===== src/rtl/dterm_if.sv =====
// ---------------------------------------------------------------------------
// dterm_if
//   Bundles the sample/coefficient inputs and the registered derivative-term
//   outputs of dterm_pipe.
//   master : drives err_sat, err_vld, d_coeff, clr; observes D_term, D_vld, primed
//   slave  : the dterm_pipe side (inverse directions)
//   Signals
//     err_sat  signed ERR_W    saturated error sample
//     err_vld  1               err_sat valid this cycle
//     d_coeff  signed COEFF_W  derivative gain, consumed one cycle after err_vld
//     clr      1               synchronous flush of history and pipeline
//     D_term   signed OUT_W    registered derivative term
//     D_vld    1               D_term updated this cycle
//     primed   1               history holds DEPTH samples
// ---------------------------------------------------------------------------
interface dterm_if #(
  parameter int ERR_W   = 10,
  parameter int SAT_W   = 8,
  parameter int COEFF_W = 5
);
  localparam int OUT_W = SAT_W + COEFF_W;

  logic signed [ERR_W-1:0]   err_sat;
  logic                      err_vld;
  logic signed [COEFF_W-1:0] d_coeff;
  logic                      clr;
  logic signed [OUT_W-1:0]   D_term;
  logic                      D_vld;
  logic                      primed;

  modport master (
    output err_sat, err_vld, d_coeff, clr,
    input  D_term, D_vld, primed
  );

  modport slave (
    input  err_sat, err_vld, d_coeff, clr,
    output D_term, D_vld, primed
  );
endinterface


===== src/rtl/dterm_pipe.sv =====
// ---------------------------------------------------------------------------
// dterm_pipe
//   Derivative-term engine for the PID controller. Keeps a DEPTH-deep history
//   of error samples, differences each new sample against the oldest one,
//   saturates the difference to SAT_W bits, multiplies it by the runtime gain
//   d_coeff and presents a registered, valid-qualified D_term.
//
//   Ports
//     clk   in  system clock, everything on posedge
//     rst   in  synchronous active-high reset (beats clr)
//     bus   slave modport of dterm_if:
//             err_sat/err_vld in  - sample stream
//             d_coeff         in  - gain, used in stage 2
//             clr             in  - flush history and pipeline
//             D_term/D_vld    out - result and one-cycle update pulse
//             primed          out - history full, differences are real
//
//   Optional feature: define DTERM_LPF_EN to add a third stage, a 1-pole
//   smoother y <= (y + p) >>> 1 on each product; latency becomes 3 clocks.
//   Without it D_term is the raw product and latency is 2 clocks.
// ---------------------------------------------------------------------------
module dterm_pipe #(
  parameter int ERR_W   = 10,
  parameter int SAT_W   = 8,
  parameter int COEFF_W = 5,
  parameter int DEPTH   = 2
) (
  input  logic    clk,
  input  logic    rst,
  dterm_if.slave  bus
);
  localparam int OUT_W  = SAT_W + COEFF_W;
  localparam int FILL_W = $clog2(DEPTH + 1);
  localparam logic [FILL_W-1:0] FILL_FULL = FILL_W'(DEPTH);

  // Clamp an ERR_W+1 bit difference into the signed SAT_W range.
  function automatic logic signed [SAT_W-1:0] sat_fn(input logic signed [ERR_W:0] d);
    logic signed [SAT_W-1:0] r;
    if (int'(d) > (2 ** (SAT_W - 1)) - 1)
      r = {1'b0, {(SAT_W-1){1'b1}}};
    else if (int'(d) < -(2 ** (SAT_W - 1)))
      r = {1'b1, {(SAT_W-1){1'b0}}};
    else
      r = SAT_W'(d);
    return r;
  endfunction

  // Full-precision signed product; OUT_W bits hold any SAT_W x COEFF_W result.
  function automatic logic signed [OUT_W-1:0] mul_fn(input logic signed [SAT_W-1:0] a,
                                                     input logic signed [COEFF_W-1:0] b);
    logic signed [OUT_W-1:0] ae;
    logic signed [OUT_W-1:0] be;
    ae = OUT_W'(a);
    be = OUT_W'(b);
    return ae * be;
  endfunction

  // History, fill counter and stage registers
  logic signed [ERR_W-1:0] hist_q [DEPTH];
  logic signed [ERR_W-1:0] hist_d [DEPTH];
  logic [FILL_W-1:0]       fill_q, fill_d;
  logic                    primed_w;

  logic signed [ERR_W:0]   diff_raw;
  logic signed [ERR_W:0]   diff_gated;

  logic signed [SAT_W-1:0] sat_diff_p1_q, sat_diff_p1_d;
  logic                    vld_p1_q, vld_p1_d;

  logic signed [OUT_W-1:0] prod_p2_q, prod_p2_d;
  logic                    vld_p2_q, vld_p2_d;

  assign primed_w = (fill_q == FILL_FULL);

  // ---- stage 1: history shift, difference against oldest, saturate ----
  always_comb begin
    // Extend both operands one bit so the subtraction cannot overflow.
    diff_raw   = {bus.err_sat[ERR_W-1], bus.err_sat} -
                 {hist_q[DEPTH-1][ERR_W-1], hist_q[DEPTH-1]};
    // Until the history is full the oldest entry is not a real sample.
    diff_gated = primed_w ? diff_raw : '0;

    hist_d        = hist_q;
    fill_d        = fill_q;
    sat_diff_p1_d = sat_diff_p1_q;
    vld_p1_d      = 1'b0;

    if (bus.clr) begin
      // A coincident sample is discarded along with the history.
      for (int i = 0; i < DEPTH; i++) hist_d[i] = '0;
      fill_d        = '0;
      sat_diff_p1_d = '0;
    end else if (bus.err_vld) begin
      for (int i = DEPTH - 1; i > 0; i--) hist_d[i] = hist_q[i-1];
      hist_d[0]     = bus.err_sat;
      fill_d        = primed_w ? fill_q : fill_q + 1'b1;
      sat_diff_p1_d = sat_fn(diff_gated);
      vld_p1_d      = 1'b1;
    end
  end

  // ---- stage 2: gain multiply ----
  always_comb begin
    prod_p2_d = prod_p2_q;
    vld_p2_d  = 1'b0;
    if (bus.clr) begin
      prod_p2_d = '0;
    end else if (vld_p1_q) begin
      prod_p2_d = mul_fn(sat_diff_p1_q, bus.d_coeff);
      vld_p2_d  = 1'b1;
    end
  end

  always_ff @(posedge clk) begin
    if (rst) begin
      for (int i = 0; i < DEPTH; i++) hist_q[i] <= '0;
      fill_q        <= '0;
      sat_diff_p1_q <= '0;
      vld_p1_q      <= 1'b0;
      prod_p2_q     <= '0;
      vld_p2_q      <= 1'b0;
    end else begin
      hist_q        <= hist_d;
      fill_q        <= fill_d;
      sat_diff_p1_q <= sat_diff_p1_d;
      vld_p1_q      <= vld_p1_d;
      prod_p2_q     <= prod_p2_d;
      vld_p2_q      <= vld_p2_d;
    end
  end

`ifdef DTERM_LPF_EN
  // Average of previous output and new product; the OUT_W+1 bit sum keeps
  // the carry so the halving is exact before dropping back to OUT_W bits.
  function automatic logic signed [OUT_W-1:0] lpf_fn(input logic signed [OUT_W-1:0] y,
                                                     input logic signed [OUT_W-1:0] p);
    logic signed [OUT_W:0] s;
    s = {y[OUT_W-1], y} + {p[OUT_W-1], p};
    return s[OUT_W:1];
  endfunction

  logic signed [OUT_W-1:0] y_p3_q, y_p3_d;
  logic                    vld_p3_q, vld_p3_d;

  // ---- stage 3: 1-pole smoother ----
  always_comb begin
    y_p3_d   = y_p3_q;
    vld_p3_d = 1'b0;
    if (bus.clr) begin
      y_p3_d = '0;
    end else if (vld_p2_q) begin
      y_p3_d   = lpf_fn(y_p3_q, prod_p2_q);
      vld_p3_d = 1'b1;
    end
  end

  always_ff @(posedge clk) begin
    if (rst) begin
      y_p3_q   <= '0;
      vld_p3_q <= 1'b0;
    end else begin
      y_p3_q   <= y_p3_d;
      vld_p3_q <= vld_p3_d;
    end
  end

  assign bus.D_term = y_p3_q;
  assign bus.D_vld  = vld_p3_q;
`else
  assign bus.D_term = prod_p2_q;
  assign bus.D_vld  = vld_p2_q;
`endif

  assign bus.primed = primed_w;

endmodule

===== src/flat_wrapper.sv =====
// flat-port wrapper written by rule: the top's interface ports become plain ports
module dterm_pipe_flat 
#(
  parameter int ERR_W   = 10,
  parameter int SAT_W   = 8,
  parameter int COEFF_W = 5,
  parameter int DEPTH   = 2
)
  (clk, rst, bus_err_sat, bus_err_vld, bus_d_coeff, bus_clr, bus_D_term, bus_D_vld, bus_primed);
  dterm_if #(.ERR_W(ERR_W), .SAT_W(SAT_W), .COEFF_W(COEFF_W)) bus_i ();
  input  logic clk;
  input  logic rst;
  input wire logic [$bits(bus_i.err_sat)-1:0] bus_err_sat;
  input wire logic [$bits(bus_i.err_vld)-1:0] bus_err_vld;
  input wire logic [$bits(bus_i.d_coeff)-1:0] bus_d_coeff;
  input wire logic [$bits(bus_i.clr)-1:0] bus_clr;
  output wire logic [$bits(bus_i.D_term)-1:0] bus_D_term;
  output wire logic [$bits(bus_i.D_vld)-1:0] bus_D_vld;
  output wire logic [$bits(bus_i.primed)-1:0] bus_primed;
  assign bus_i.err_sat = bus_err_sat;
  assign bus_i.err_vld = bus_err_vld;
  assign bus_i.d_coeff = bus_d_coeff;
  assign bus_i.clr = bus_clr;
  assign bus_D_term = bus_i.D_term;
  assign bus_D_vld = bus_i.D_vld;
  assign bus_primed = bus_i.primed;
  dterm_pipe #(.ERR_W(ERR_W), .SAT_W(SAT_W), .COEFF_W(COEFF_W), .DEPTH(DEPTH)) u_core (.clk(clk), .rst(rst), .bus(bus_i));
endmodule

===== config.mk =====
export PLATFORM = sky130hd
export DESIGN_NAME = dterm_pipe_flat
export DESIGN_NICKNAME = d
export VERILOG_FILES = /design/src/rtl/dterm_if.sv /design/src/rtl/dterm_pipe.sv /design/src/flat_wrapper.sv
export SDC_FILE = /design/constraint.sdc
export NUM_CORES = 1
export LEC_CHECK = 0
export BUFFER_PORTS_ARGS = -buffer_cell sky130_fd_sc_hd__buf_2
export CORE_UTILIZATION = 45
export CTS_CLUSTER_SIZE = 12
export DETAILED_ROUTE_END_ITERATION = 16
export GPL_TIMING_DRIVEN = 0
export SYNTH_ARGS = -nofsm -noshare
export SYNTH_HDL_FRONTEND = slang
export SYNTH_SLANG_ARGS = --single-unit

===== constraint.sdc =====
create_clock -name clk -period 4.4 [get_ports clk]
set_input_delay 0.44 -clock clk [delete_from_list [all_inputs] [get_ports clk]]
set_output_delay 0.44 -clock clk [all_outputs]
set_load 0.01 [all_outputs]

==> summary.md <==
| Metric | Value |
|---|---|
| NumNets Final | `just over 500` |
| Slew @ Worst Pin | `about 0.77 ns` |
| Layout cells sized above 1 | `around 11%` |
| Top Ports | `34` |
| Top cells by count, synth | `57 x inv_1, 45 x dfxtp_1, 42 x nor2_1` |
| Worst Setup Start Kind | `flop` |
| Synth Flop Type | `dfxtp_1` |
| Max Fclk | `around 0.26 GHz` |
| Critical Path RT | `4.59 ns` |
| Syn nets | `467` |
| Power Density | `235 nW/um2` |
| # rows | `31` |
| Final antenna-violating net count | `0` |
| HPWL after detailed placement | `5.58 mm` |
| H-tree levels | `2` |
| Crit path DAT | `4.11 ns` |
| Outcome | `complete, no violations` |
| Met1 Routed Length | `about 3.4 mm` |
| Worst setup EP type | `flop` |
| Hold Vio Cnt, Final | `0` |
| Cells after synthesis | `~390` |
| Cells along the critical path | `nand2b_1 > fa_1 > fa_1 > fa_1 > inv_1 > ha_1 > a21o_1 > a21oi_1 > o21ai_0 > o21ai_0 > o21ai_0 > xnor2_1 > o22ai_1` |
| Setup Crit Path Kind | `flop to flop` |
| Slowest stage delay, CP | `around 0.55 ns` |
| Reg clk slew, reported paths | `0.10 ns` |
| HP Start | `bus_err_sat[7]` |
| Num CTS Buffers | `5` |
| Clock latency on the worst-skew pair | `around 0.31 ns` |
| Cell Area, Synth | `roughly 3500 um2` |
| P_leak | `roughly 1.8 nW` |
| CTS root buf | `clkbuf_8` |
| Final setup viols | `0` |
| Overall global routing resource usage | `a little under a fifth` |
| CP delay by family, top | `adder cells` |
| Slew Limit Fails | `0` |
| TNS Setup | `0 ns` |
| Residual DRC count | `0` |
| Routed WL | `slightly below 7 mm` |
| Die Y | `around 90 um` |
| Max Cap Violations | `0` |
| Die width | `89.8 um` |
| RSZ-0062 raised after global routing | `false` |
| Diode count | `0` |
| Slew headroom | `between 40% and 50%` |
| Post-CTS sizing | `0` |
| Max FO, Critical Path | `6` |
| Synth Area per Inst | `just under 9 um2` |
| Crit Reg-Reg Startpoint | `u_core.sat_diff_p1_q[0]` |
| Max Clock Skew | `0.0124 ns` |
| Clock Path Buffers | `2` |
| Post-synthesis cell type count | `41` |
| Syn. warnings | `0` |
| Top-count cell post-synth | `inv_1` |
| Buffers and inverters on the worst path | `1` |
| Initial Util | `roughly 47%` |
| TritonCTS clock tree | `built` |
| Setup Fix Bufs, Post-CTS | `0` |
| CORE AREA | `7370 um2` |
| Vias in the first global route | `around 2.6k` |
| Yosys top cell by area | `dfxtp_1` |
| Die area | `about 8000 um2` |
| RD Place Congestion | `roughly 0.76` |
| Tcrit/Tclk final | `about nine tenths` |
| Crit path max-delay cell type | `fa_1` |
| Largest net degree at the start of global routing | `17` |
| DR vias | `around 2.6k` |
| Global-route wire length before repair | `between 10 and 15 mm` |
| Highest metal used | `met4` |
| Placed cell areas | `3760 um2` |
| 1st-iter DRT viols | `95` |
| Initial antenna violation count | `0` |
| Worst Setup SP | `u_core.sat_diff_p1_q[0]` |
| Wire per inst | `roughly 13 um` |
| Top cell type's share of synthesized area | `~26%` |
| Met3 wire length | `227 um` |
| Worst vdd ir | `between 0.15 and 0.2 mV` |
| Synth Register Bits | `45` |
| Final instance area | `3850 um2` |
| IO buf count | `33` |
| GRT Residual Overflow | `0` |
| Area growth syn-to-layout | `11.0%` |
| Clock sinks | `45` |
| Worst hold path type | `primary input to flop` |
| Post-layout min period | `approximately 4 ns` |
| Vias per Instance | `roughly 5` |
| Synth top area cells | `dfxtp_1 26%, fa_1 16%, ha_1 12%` |
| Hold-fix buffer count after cts | `0` |
| Async set or reset register ratio after synthesis | `0%` |
| Number of flops mapped to enable cells by yosys | `0` |
| Sequential area share after synthesis | `26.0%` |
| Routed wl met2 | `3.11 mm` |
| Power Total | `around 910 uW` |
| DR pass1 iterations | `4` |
==> through the flow <==
stage / util, % / setup WS [ns] / std cells / hold WS, ns
after global routing: 52.3 / 0.269 / 529 / 0.406
final: 52.3 / 0.486 / 529 / 0.397
after CTS: 52.3 / 0.434 / 529 / 0.390
after floorplan: - / 0.715 / 389 / 0.460
after detailed placement: 51.0 / 0.185 / 521 / 0.466
after global placement: 51.0 / 0.211 / 521 / 0.462
==> state kept, by name, indices dropped and copies added, names as in the netlist <==
register              count
u_core.hist_q            20
u_core.bus.D_term        13
u_core.sat_diff_p1_q      8
u_core.fill_q             2
u_core.bus.D_vld          1
u_core.vld_p1_q           1
==> worst reg2reg max path, stage by stage, from the launching register on <==
cell and delay [ns]:
dfxtp_1 0.38, nand2b_1 0.19, fa_1 0.51, fa_1 0.53
fa_1 0.55, inv_1 0.07, ha_1 0.29, a21o_1 0.18
a21oi_1 0.27, o21ai_0 0.13, o21ai_0 0.16, o21ai_0 0.17
xnor2_1 0.25, o22ai_1 0.12
==> cell type report <==
| class | count | area [um2] |
|---|---|---|
| multi-input cells | 276 | 2310 |
| clock buffers | 5 | 68.8 |
| inverters | 57 | 214 |
| plain buffers | 11 | 42.5 |
| fillers | 734 | 3520 |
| well taps | 99 | 124 |
| clock inverters | 3 | 25.0 |
| repair buffers | 33 | 165 |
| flip-flops and latches | 45 | 901 |
==> where the power goes <==
group	switching (mW)	internal, mW
Clock	0.153	0.116
Sequential	0.00775	0.416
Combinational	0.121	0.0913
Total	0.282	0.623
==> final timing paths <==
check / depth (start not counted) / end / slack, ns
max: 13 / u_core.bus.D_term[12] / 0.49
min: 3 / u_core.hist_q[17] / 0.40
max reg2reg: 13 / u_core.bus.D_term[12] / 0.49
min reg2reg: 2 / u_core.bus.D_term[0] / 0.49
==> layout by cell type (no fill, tap or decap), drive strengths merged <==
master	Yosys	layout
or3	2	2
o211ai	1	1
a21oi	18	18
a311oi	1	1
or4	1	1
and2	25	25
fa	27	27
inv	57	59
a211oi	3	3
nand2b	10	10
nor4	2	2
nand2	10	10
clkinvlp	0	1
buf	2	35
nand3b	5	5
ha	32	32
mux2i	27	27
a21o	2	2
o21a	5	5
o21bai	2	2
nand4b	1	1
xor2	4	4
o31a	1	1
clkbuf	9	14
nor2	43	43
o22ai	2	2
nand4	1	1
nor2b	2	2
o31ai	1	1
or2	2	2
dfxtp	45	45
nand3	7	7
o2111a	1	1
o221ai	1	1
o21ai	20	20
nor3	2	2
xnor2	15	15
==> per-layer routing <==
layer / vias up / GRT usage [%]
met3: 7 / 3.13
met5: - / 0
met1: 1243 / 25.8
met4: 0 / 3.69
li1: 1348 / -
met2: 42 / 29.6
==> cell families (layout without fill, tap and decap cells) <==
kind of cell / after synthesis / in the layout / share of synthesized area (%)
fa+ha+maj: 59 / 59 / 27.1
mux: 27 / 27 / 7.79
buf+inv: 68 / 109 / 7.39
flops: 45 / 45 / 26.0
compound gates: 58 / 58 / 10.4
simple gates: 113 / 113 / 16.6
xor+xnor: 19 / 19 / 4.79
Power figures use the tool's default switching activity.
